### src/rtl/division_pkg.sv
// division_pkg: shared types and constants for the division unit and its batch controller
package division_pkg;
  localparam int DIV_N = 19;
  localparam logic [63:0] DIV_CERO_Q = '1;
  typedef enum logic [2:0] {IDLE, RD, LOAD, EXEC, WR, DONE} div_ctrl_state_t;
endpackage

### src/rtl/division_ctrl.sv
// division_ctrl: batch sequencer feeding operand pairs from RAM through the division unit into a result RAM
module division_ctrl
  import division_pkg::*;
#(
  parameter int N      = DIV_N,
  parameter int ADDR_W = 8
) (
  input  logic              clk,
  input  logic              rst_n,
  input  logic              start,
  input  logic [ADDR_W-1:0] count,
  output logic              mem_rd_en,
  output logic [ADDR_W-1:0] mem_addr,
  input  logic [N-1:0]      mem_dividendo,
  input  logic [N-1:0]      mem_divisor,
  output logic [N-1:0]      div_dividendo,
  output logic [N-1:0]      div_divisor,
  input  logic [N-1:0]      div_resultado,
  input  logic [N-1:0]      div_residuo,
  output logic              wr_en,
  output logic [ADDR_W-1:0] wr_addr,
  output logic [N-1:0]      wr_resultado,
  output logic [N-1:0]      wr_residuo,
  output logic              wr_div_cero,
  output logic              busy,
  output logic              done,
  output logic [ADDR_W-1:0] err_count
);
  div_ctrl_state_t r_state, w_next;
  logic [ADDR_W:0] r_cnt, r_i;
  logic [N-1:0] r_dd, r_dv, r_q, r_r;
  logic r_dz;
  logic [ADDR_W-1:0] r_err;
  logic w_cero, w_more;
  assign w_cero = r_dv == '0;
  assign w_more = (r_i + 1'b1) < r_cnt;
  always_comb begin
    w_next = r_state;
    case (r_state)
      IDLE: w_next = start ? ((count == '0) ? DONE : RD) : IDLE;
      RD:   w_next = LOAD;
      LOAD: w_next = EXEC;
      EXEC: w_next = WR;
      WR:   w_next = w_more ? RD : DONE;
      DONE: w_next = IDLE;
      default: w_next = IDLE;
    endcase
  end
  always_ff @(posedge clk or negedge rst_n) begin
    if (!rst_n) begin
      r_state <= IDLE;
      r_cnt   <= '0;
      r_i     <= '0;
      r_dd    <= '0;
      r_dv    <= '0;
      r_q     <= '0;
      r_r     <= '0;
      r_dz    <= 1'b0;
      r_err   <= '0;
    end else begin
      r_state <= w_next;
      if (r_state == IDLE && start) begin
        r_cnt <= {1'b0, count};
        r_i   <= '0;
        r_err <= '0;
      end
      if (r_state == LOAD) begin
        r_dd <= mem_dividendo;
        r_dv <= mem_divisor;
      end
      // a zero divisor bypasses the unit: its outputs are undefined in that case
      if (r_state == EXEC) begin
        r_q  <= w_cero ? N'(DIV_CERO_Q) : div_resultado;
        r_r  <= w_cero ? r_dd : div_residuo;
        r_dz <= w_cero;
        if (w_cero && r_err != '1) r_err <= r_err + 1'b1;
      end
      if (r_state == WR) r_i <= r_i + 1'b1;
    end
  end
  assign mem_rd_en     = r_state == RD;
  assign mem_addr      = mem_rd_en ? r_i[ADDR_W-1:0] : '0;
  assign div_dividendo = r_dd;
  assign div_divisor   = r_dv;
  assign wr_en         = r_state == WR;
  assign wr_addr       = wr_en ? r_i[ADDR_W-1:0] : '0;
  assign wr_resultado  = r_q;
  assign wr_residuo    = r_r;
  assign wr_div_cero   = r_dz;
  assign busy          = r_state inside {RD, LOAD, EXEC, WR};
  assign done          = r_state == DONE;
  assign err_count     = r_err;
endmodule

### config.mk
export PLATFORM = sky130hd
export DESIGN_NAME = division_ctrl
export DESIGN_NICKNAME = d
export VERILOG_FILES = /design/src/rtl/division_pkg.sv /design/src/rtl/division_ctrl.sv
export SDC_FILE = /design/constraint.sdc
export NUM_CORES = 1
export LEC_CHECK = 0
export ABC_CLOCK_PERIOD_IN_PS = 2500
export CAP_MARGIN = 20
export CORE_MARGIN = 2
export CORE_UTILIZATION = 43
export DETAILED_ROUTE_END_ITERATION = 8
export HOLD_SLACK_MARGIN = 0.02
export PLACE_DENSITY = 0.87
export SYNTH_ARGS = -nofsm -noshare
export SYNTH_HDL_FRONTEND = slang
export SYNTH_SLANG_ARGS = --single-unit
### constraint.sdc
create_clock -name clk -period 2.5 [get_ports clk]
set_clock_uncertainty 0.05 [all_clocks]
set_input_delay 0.25 -clock clk [delete_from_list [all_inputs] [get_ports clk]]
set_output_delay 0.25 -clock clk [all_outputs]
set_load 0.02 [all_outputs]
==> impl_metrics.env, run 1 <==
export IMPL_synth_edf_count=0
export IMPL_ioPinCount=192
export IMPL_critical_path_max_fanout=10
export IMPL_final_cell_mix="clkdlybuf4s50_1, dfrtp_1, nand2_1"
export IMPL_cts_setup_buffers=0
export IMPL_overflow=0
export IMPL_async_flop_share_pct=100
export IMPL_syn_inst=428
export IMPL_peakVddDrop_v=0.000676
export IMPL_synth_cell_types=41
export IMPL_power_leakage_nw=3.07
export IMPL_powerDensity_nw_per_um2=1150
export IMPL_fin_nets=716
export IMPL_row_count=38
export IMPL_final_common_cell="clkdlybuf4s50_1"
export IMPL_cts_sinks=105
export IMPL_use_met3_pct=5.26
export IMPL_drtIter0Drc=233
export IMPL_final_area_um2=7070
export IMPL_synth_area_um2=4730
export IMPL_rsz0062_at_grt="true"
export IMPL_grt_max_degree=79
export IMPL_yosys_warnings=0
export IMPL_period_share_pct=94.1
export IMPL_viasPerCell=5.11
export IMPL_antenna_found_initial=0
export IMPL_worst_slew_pin_transition_ps=636
export IMPL_routedWlPerCell_um=16.1
export IMPL_vias=3907
export IMPL_path_delay_family="buffers and inverters"
export IMPL_use_met2_pct=35.5
export IMPL_gr_max_usage_layer="met2"
export IMPL_grt_pass1_vias=3970
export IMPL_fp_dieH_um=109
export IMPL_layout_min_cycle_time_ps=2350
export IMPL_numPortBuffers=191
export IMPL_slew_violations=0
export IMPL_clockBufferDepth=2
export IMPL_clockRootBuffer="clkbuf_8"
export IMPL_drv_cap=0
export IMPL_grt_met1_usage_pct=27.3
export IMPL_drc=0
export IMPL_synth_seq_cells=105
export IMPL_hold_class="in -> reg"
export IMPL_status="complete, no violations"
export IMPL_grt_pass1_wl_um=19700
export IMPL_syn_nets=524
export IMPL_critPathMaxStageDelay_ps=640
export IMPL_crit_path_end_kind="primary output"
export IMPL_dpl_cell_area_um2=6840
export IMPL_area_delta_synth_final_pct=49.6
export IMPL_drive_above_1_share_pct=11.5
export IMPL_worstPathCellList="buf_4 -> nand2_1 -> inv_2 -> clkdlybuf4s50_1"
export IMPL_coreArea_um2=10800
export IMPL_synth_seq_area_share_pct=55.6
export IMPL_wl_um=12300
export IMPL_cts_tree="yes"
export IMPL_dp_hpwl_um=9270
export IMPL_diodes=0
export IMPL_antenna_left=0
export IMPL_synth_top_flop_cell="dfrtp_1"
export IMPL_fp_dieArea_um2=11900
export IMPL_cp_required_ps=2200
export IMPL_hold_violations=0
export IMPL_finalWeightedCongestion=0.890
export IMPL_worstSkewPairLatency_ps=350
export IMPL_synth_avg_cell_area_um2=11.1
export IMPL_setup_violations=0
export IMPL_critPathSlowestCell="clkdlybuf4s50_1"
export IMPL_cts_made_buffers=9
export IMPL_critPathLaunchType="flip-flop"
export IMPL_cts_clk_slew_worst_paths_ps=90
export IMPL_fmax_ghz=0.425
export IMPL_crit_buf_inv=3
export IMPL_slew_headroom_pct=57.6
export IMPL_power_mw=8.13
export IMPL_cp_arrival_ps=2050
export IMPL_start_util_pct=43.8
export IMPL_grt_usage_pct=21.5
export IMPL_htreeDepth=3
export IMPL_drt_pass1_iter_count=4
export IMPL_worstSetupPathType="reg -> out"
export IMPL_die_w_um=109
-- cell usage after synthesis (2+ instances only) --
| library cell | count | share of area (%) |
|---|---|---|
| mux2i_1 | 26 | 5.5 |
| nand4_1 | 3 | 0.40 |
| o21ai_1 | 32 | 3.4 |
| mux2_1 | 4 | 0.95 |
| xor2_1 | 5 | 0.93 |
| nor3b_1 | 2 | 0.32 |
| and2_1 | 8 | 1.1 |
| nor4_1 | 4 | 0.53 |
| inv_1 | 7 | 0.56 |
| buf_2 | 6 | 0.63 |
| ha_1 | 9 | 2.4 |
| a31oi_1 | 2 | 0.26 |
| and3_1 | 9 | 1.2 |
| a22o_1 | 6 | 1.1 |
| nor2_1 | 28 | 2.2 |
| nand2_1 | 71 | 5.6 |
| clkbuf_1 | 12 | 0.95 |
| nor3_1 | 2 | 0.21 |
| nor4_2 | 2 | 0.53 |
| xnor2_1 | 4 | 0.74 |
| dfrtp_1 | 105 | 56 |
| mux2_2 | 35 | 8.3 |
| o21ai_0 | 20 | 2.1 |
| nand3_1 | 7 | 0.74 |
| buf_4 | 3 | 0.48 |
-- stage by stage --
stage	setup TNS [ps]	utilization, %	hold slack, ps	instances	setup WS [ps]
after floorplan	0	-	-95.6	428	372
after global placement	0	63.4	251	748	232
after detailed placement	0	63.4	263	748	168
after CTS	0	65.4	395	764	107
after global routing	-42.9	65.5	418	764	-42.9
final	0	65.5	408	764	148
-- kinds of logic (layout without fill, tap and decap cells) --
kind of cell | after synthesis | in the layout | synth area share, %
simple gates | 146 | 146 | 15.2
buf+inv | 29 | 225 | 2.70
fa+ha+maj | 9 | 9 | 2.38
mux | 65 | 65 | 14.8
xor+xnor | 9 | 9 | 1.67
compound gates | 65 | 65 | 7.70
flops | 105 | 105 | 55.6
-- final cells by class --
| cell class | count | area, um2 |
|---|---|---|
| flip-flops and latches | 105 | 2630 |
| well taps | 140 | 175 |
| repair buffers | 202 | 2030 |
| multi-input cells | 294 | 2000 |
| inverters | 8 | 30.0 |
| fillers | 845 | 3720 |
| clock buffers | 12 | 145 |
| clock inverters | 3 | 65.1 |
-- tightest hold or removal path: stages --
cell,delay [ps]
clkdlybuf4s50_1,420
nand2_1,70
nand2_1,40
-- state kept, by name, summed over array words and instances, names as in the netlist --
signal and cells:
r_state 3, div_divisor 19, div_dividendo 19, wr_resultado 19
wr_div_cero 1, r_i 9, wr_residuo 19, r_cnt 8
err_count 8
-- where the power goes --
group	switching (mW)	leakage (nW)	internal, mW
logic	2.04	1.66	2.02
registers	0.516	1.30	2.43
clock network	0.543	0.106	0.586
-- worst paths after layout --
check / startpoint / to / slack [ps] / depth (start not counted)
setup / recovery: r_state[2] / wr_en / 150 / 4
hold / removal: count[0] / r_cnt[0] / 410 / 3
setup reg to reg: r_i[1] / r_state[2] / 190 / 10
hold reg to reg: wr_residuo[15] / wr_residuo[15] / 440 / 2
max in group asynchronous: rst_n / r_i[0] / 1240 / 3
min in group asynchronous: rst_n / wr_resultado[0] / 420 / 2
-- layer usage --
layer | share of wire [%] | wire length (um)
met5 | 0 | 0
met4 | 2.1 | 252
met3 | 7.9 | 972
met2 | 48 | 5930
met1 | 42 | 5130
-- repair_timing --
item,in CTS,in global routing
hold endpoints to repair,47,0
endpoints found under the setup margin,0,2
hold buffers,1,0
gates resized for setup,0,5
Power figures use the tool's default switching activity.
==> inputs of run 2 (changes only) <==
--- a/config.mk
+++ b/config.mk
@@ -5,13 +5,13 @@
 export SDC_FILE = /design/constraint.sdc
 export NUM_CORES = 1
 export LEC_CHECK = 0
-export ABC_CLOCK_PERIOD_IN_PS = 2500
+export ABC_CLOCK_PERIOD_IN_PS = 3000
 export CAP_MARGIN = 20
 export CORE_MARGIN = 2
-export CORE_UTILIZATION = 43
+export CORE_UTILIZATION = 47
 export DETAILED_ROUTE_END_ITERATION = 8
 export HOLD_SLACK_MARGIN = 0.02
-export PLACE_DENSITY = 0.87
+export PLACE_DENSITY = 0.93
 export SYNTH_ARGS = -nofsm -noshare
 export SYNTH_HDL_FRONTEND = slang
 export SYNTH_SLANG_ARGS = --single-unit
==> constraint.sdc (replaced) <==
create_clock -name clk -period 3 [get_ports clk]
set_clock_uncertainty 0.05 [all_clocks]
set_input_delay 0.3 -clock clk [delete_from_list [all_inputs] [get_ports clk]]
set_output_delay 0.3 -clock clk [all_outputs]
set_load 0.02 [all_outputs]
==> run 2 against run 1 <==
  * First-iteration DRC count is 31% lower
  * Utilization is 6.0 points higher
  * Register-to-register slack better by 450 ps
  * Sequential power is 16% lower
  * Largest cell class unchanged
  * Clock-buffer cell count is 1 lower
  * Die area is 8.2% lower
  * Routed wire length is 3.0% higher
  * Sequential share of layout area is 0.41 points higher
  * Critical endpoint is now mem_addr[4]
==> impl_metrics.env, run 2 (synthesis gave the netlist of run 1 again) <==
export IMPL_top_layer_used="met4"
export IMPL_r2r_start="r_i[3]"
export IMPL_area_delta_synth_final_pct=47.8
export IMPL_peakVddDrop_v=0.000704
export IMPL_critPathLaunch="r_state[2]"
export IMPL_num_fill_cells=721
export IMPL_cts_tree="yes"
export IMPL_slew_headroom_pct=52.5
export IMPL_hold_violations=0
export IMPL_cts_hold_fix_buffers=1
export IMPL_ioPinCount=192
export IMPL_drt_met1_wl_um=4700
export IMPL_fp_dieH_um=104
export IMPL_powerDensity_nw_per_um2=958
export IMPL_cts_resized=0
export IMPL_final_util_pct=71.5
export IMPL_antenna_found_initial=0
export IMPL_grt_usage_pct=23.5
export IMPL_die_w_um=104
export IMPL_dp_hpwl_um=9490
export IMPL_coreArea_um2=9770
export IMPL_worstPathCellList="nor3b_1 -> buf_4 -> and2_1 -> clkdlybuf4s50_1"
export IMPL_status="complete, no violations"
export IMPL_place_ws_ps=641
export IMPL_drc=0
export IMPL_grt_pass1_wl_um=20400
export IMPL_rsz0062_at_grt="false"
export IMPL_critPathLaunchType="flip-flop"
export IMPL_drt_pass1_iter_count=4
export IMPL_crit_buf_inv=2
export IMPL_finalWeightedCongestion=0.877
export IMPL_register_area_um2=2630
export IMPL_worst_slew_pin_transition_ps=712
export IMPL_setup_tns_ps=0
export IMPL_critPathSlowestCell="clkdlybuf4s50_1"
export IMPL_clockBufferDepth=2
export IMPL_reg2reg_setup_slack_ps=640
export IMPL_grt_pass1_vias=4063
export IMPL_multi_input_area_um2=1990
export IMPL_drtIter0Drc=161
export IMPL_cp_arrival_ps=2180
export IMPL_wl_um=12700
export IMPL_row_count=36
export IMPL_crit_path_end_kind="primary output"
export IMPL_clockRootBuffer="clkbuf_8"
export IMPL_cts_sinks=105
export IMPL_fp_dieArea_um2=10900
export IMPL_grt_max_degree=89
export IMPL_diodes=0
export IMPL_worstSkewPairLatency_ps=350
export IMPL_drive_above_1_share_pct=10.6
export IMPL_antenna_left=0
export IMPL_path_delay_family="buffers and inverters"
export IMPL_hold_class="in -> async"
export IMPL_final_common_cell="clkdlybuf4s50_1"
export IMPL_layout_min_cycle_time_ps=2530
export IMPL_critical_path_max_fanout=17
export IMPL_final_cell_mix="clkdlybuf4s50_1, dfrtp_1, nand2_1"
export IMPL_numPortBuffers=191
export IMPL_power_leakage_nw=3.03
export IMPL_reg2regPathDepth=9
export IMPL_slew_violations=0
export IMPL_vias=3895
export IMPL_setup_violations=0
export IMPL_start_util_pct=48.4
export IMPL_cp_required_ps=2650
export IMPL_wl_met3_um=1060
export IMPL_finalWorstSetupSlack_ps=472
export IMPL_fin_nets=713
export IMPL_viasPerCell=5.17
export IMPL_htreeDepth=3
export IMPL_cts_clk_slew_worst_paths_ps=100
export IMPL_critPathMaxStageDelay_ps=600
export IMPL_reg2reg_to="r_state[2]"
export IMPL_drv_cap=0
export IMPL_fmax_ghz=0.396
export IMPL_worstSetupPathType="reg -> out"
export IMPL_cts_made_buffers=9
export IMPL_cts_setup_buffers=0
export IMPL_routedWlPerCell_um=16.8
export IMPL_overflow=0
export IMPL_wl_met2_um=6580
export IMPL_period_share_pct=84.3
==> run 2: cell count changes in the layout (fill, tap and decap cells not counted) <==
| cell | before | now |
|---|---|---|
| clkinvlp_4 | 0 | 2 |
| clkinv_4 | 0 | 1 |
| nor2_1 | 26 | 28 |
| nor2_4 | 1 | 0 |
| dfrtp_1 | 103 | 105 |
| nor2_2 | 1 | 0 |
| clkbuf_1 | 2 | 1 |
| buf_4 | 8 | 7 |
| dfrtp_2 | 2 | 0 |
| clkinv_2 | 1 | 0 |
| bufinv_16 | 2 | 1 |
| buf_12 | 3 | 1 |
==> run 2: cell type report <==
cell class	count	share of cell area [%]
Clock buffer	11	2.02
Sequential cell	105	37.6
Clock inverter	4	0.770
Multi-Input combinational cell	294	28.4
Tap cell	133	2.38
Inverter	8	0.430
Timing Repair Buffer	199	28.4
==> run 2: metrics by stage <==
stage | power (mW) | area [um2] | hold WS, ps | std cells
after CTS | 6.76 | 6990 | 305 | 754
after detailed placement | 5.88 | 6780 | 132 | 738
final | 6.70 | 6990 | 301 | 754
after floorplan | 4.22 | 4730 | -45.6 | 428
after global placement | 5.73 | 6780 | 130 | 738
after global routing | 7.10 | 6990 | 289 | 754
==> run 2: per-layer routing <==
metal	track usage, %	vias to the layer above
met3	8.40	24
met2	41.7	147
met5	0	-
met1	26.1	1873
met4	7.82	0
li1	-	1851
==> run 2: worst max path at each step <==
stage | end | slack [ps] | depth (start not counted)
3_3_place_gp | r_state[2] | 730 | 9
3_5_place_dp | r_state[2] | 640 | 9
2_1_floorplan | r_state[2] | 870 | 9
4_1_cts | mem_addr[4] | 470 | 4
6_report | mem_addr[4] | 470 | 4
5_1_grt | mem_addr[5] | 360 | 4
==> run 2: power by group <==
part / internal [mW] / total (mW) / switching [mW] / leakage (nW)
registers: 2.02 / 2.48 / 0.454 / 1.30
logic: 1.65 / 3.35 / 1.71 / 1.64
clock network: 0.407 / 0.863 / 0.456 / 0.0916
==> run 2: worst register-to-register path: cells and delay by family, from the launching register on <==
family,cells,cell delay [ps]
adder cells (fa/ha/maj),1,280
flip-flops,1,460
AND/OR/NAND/NOR,2,410
AO/OA/AOI/OAI,5,810
XOR/XNOR,1,200
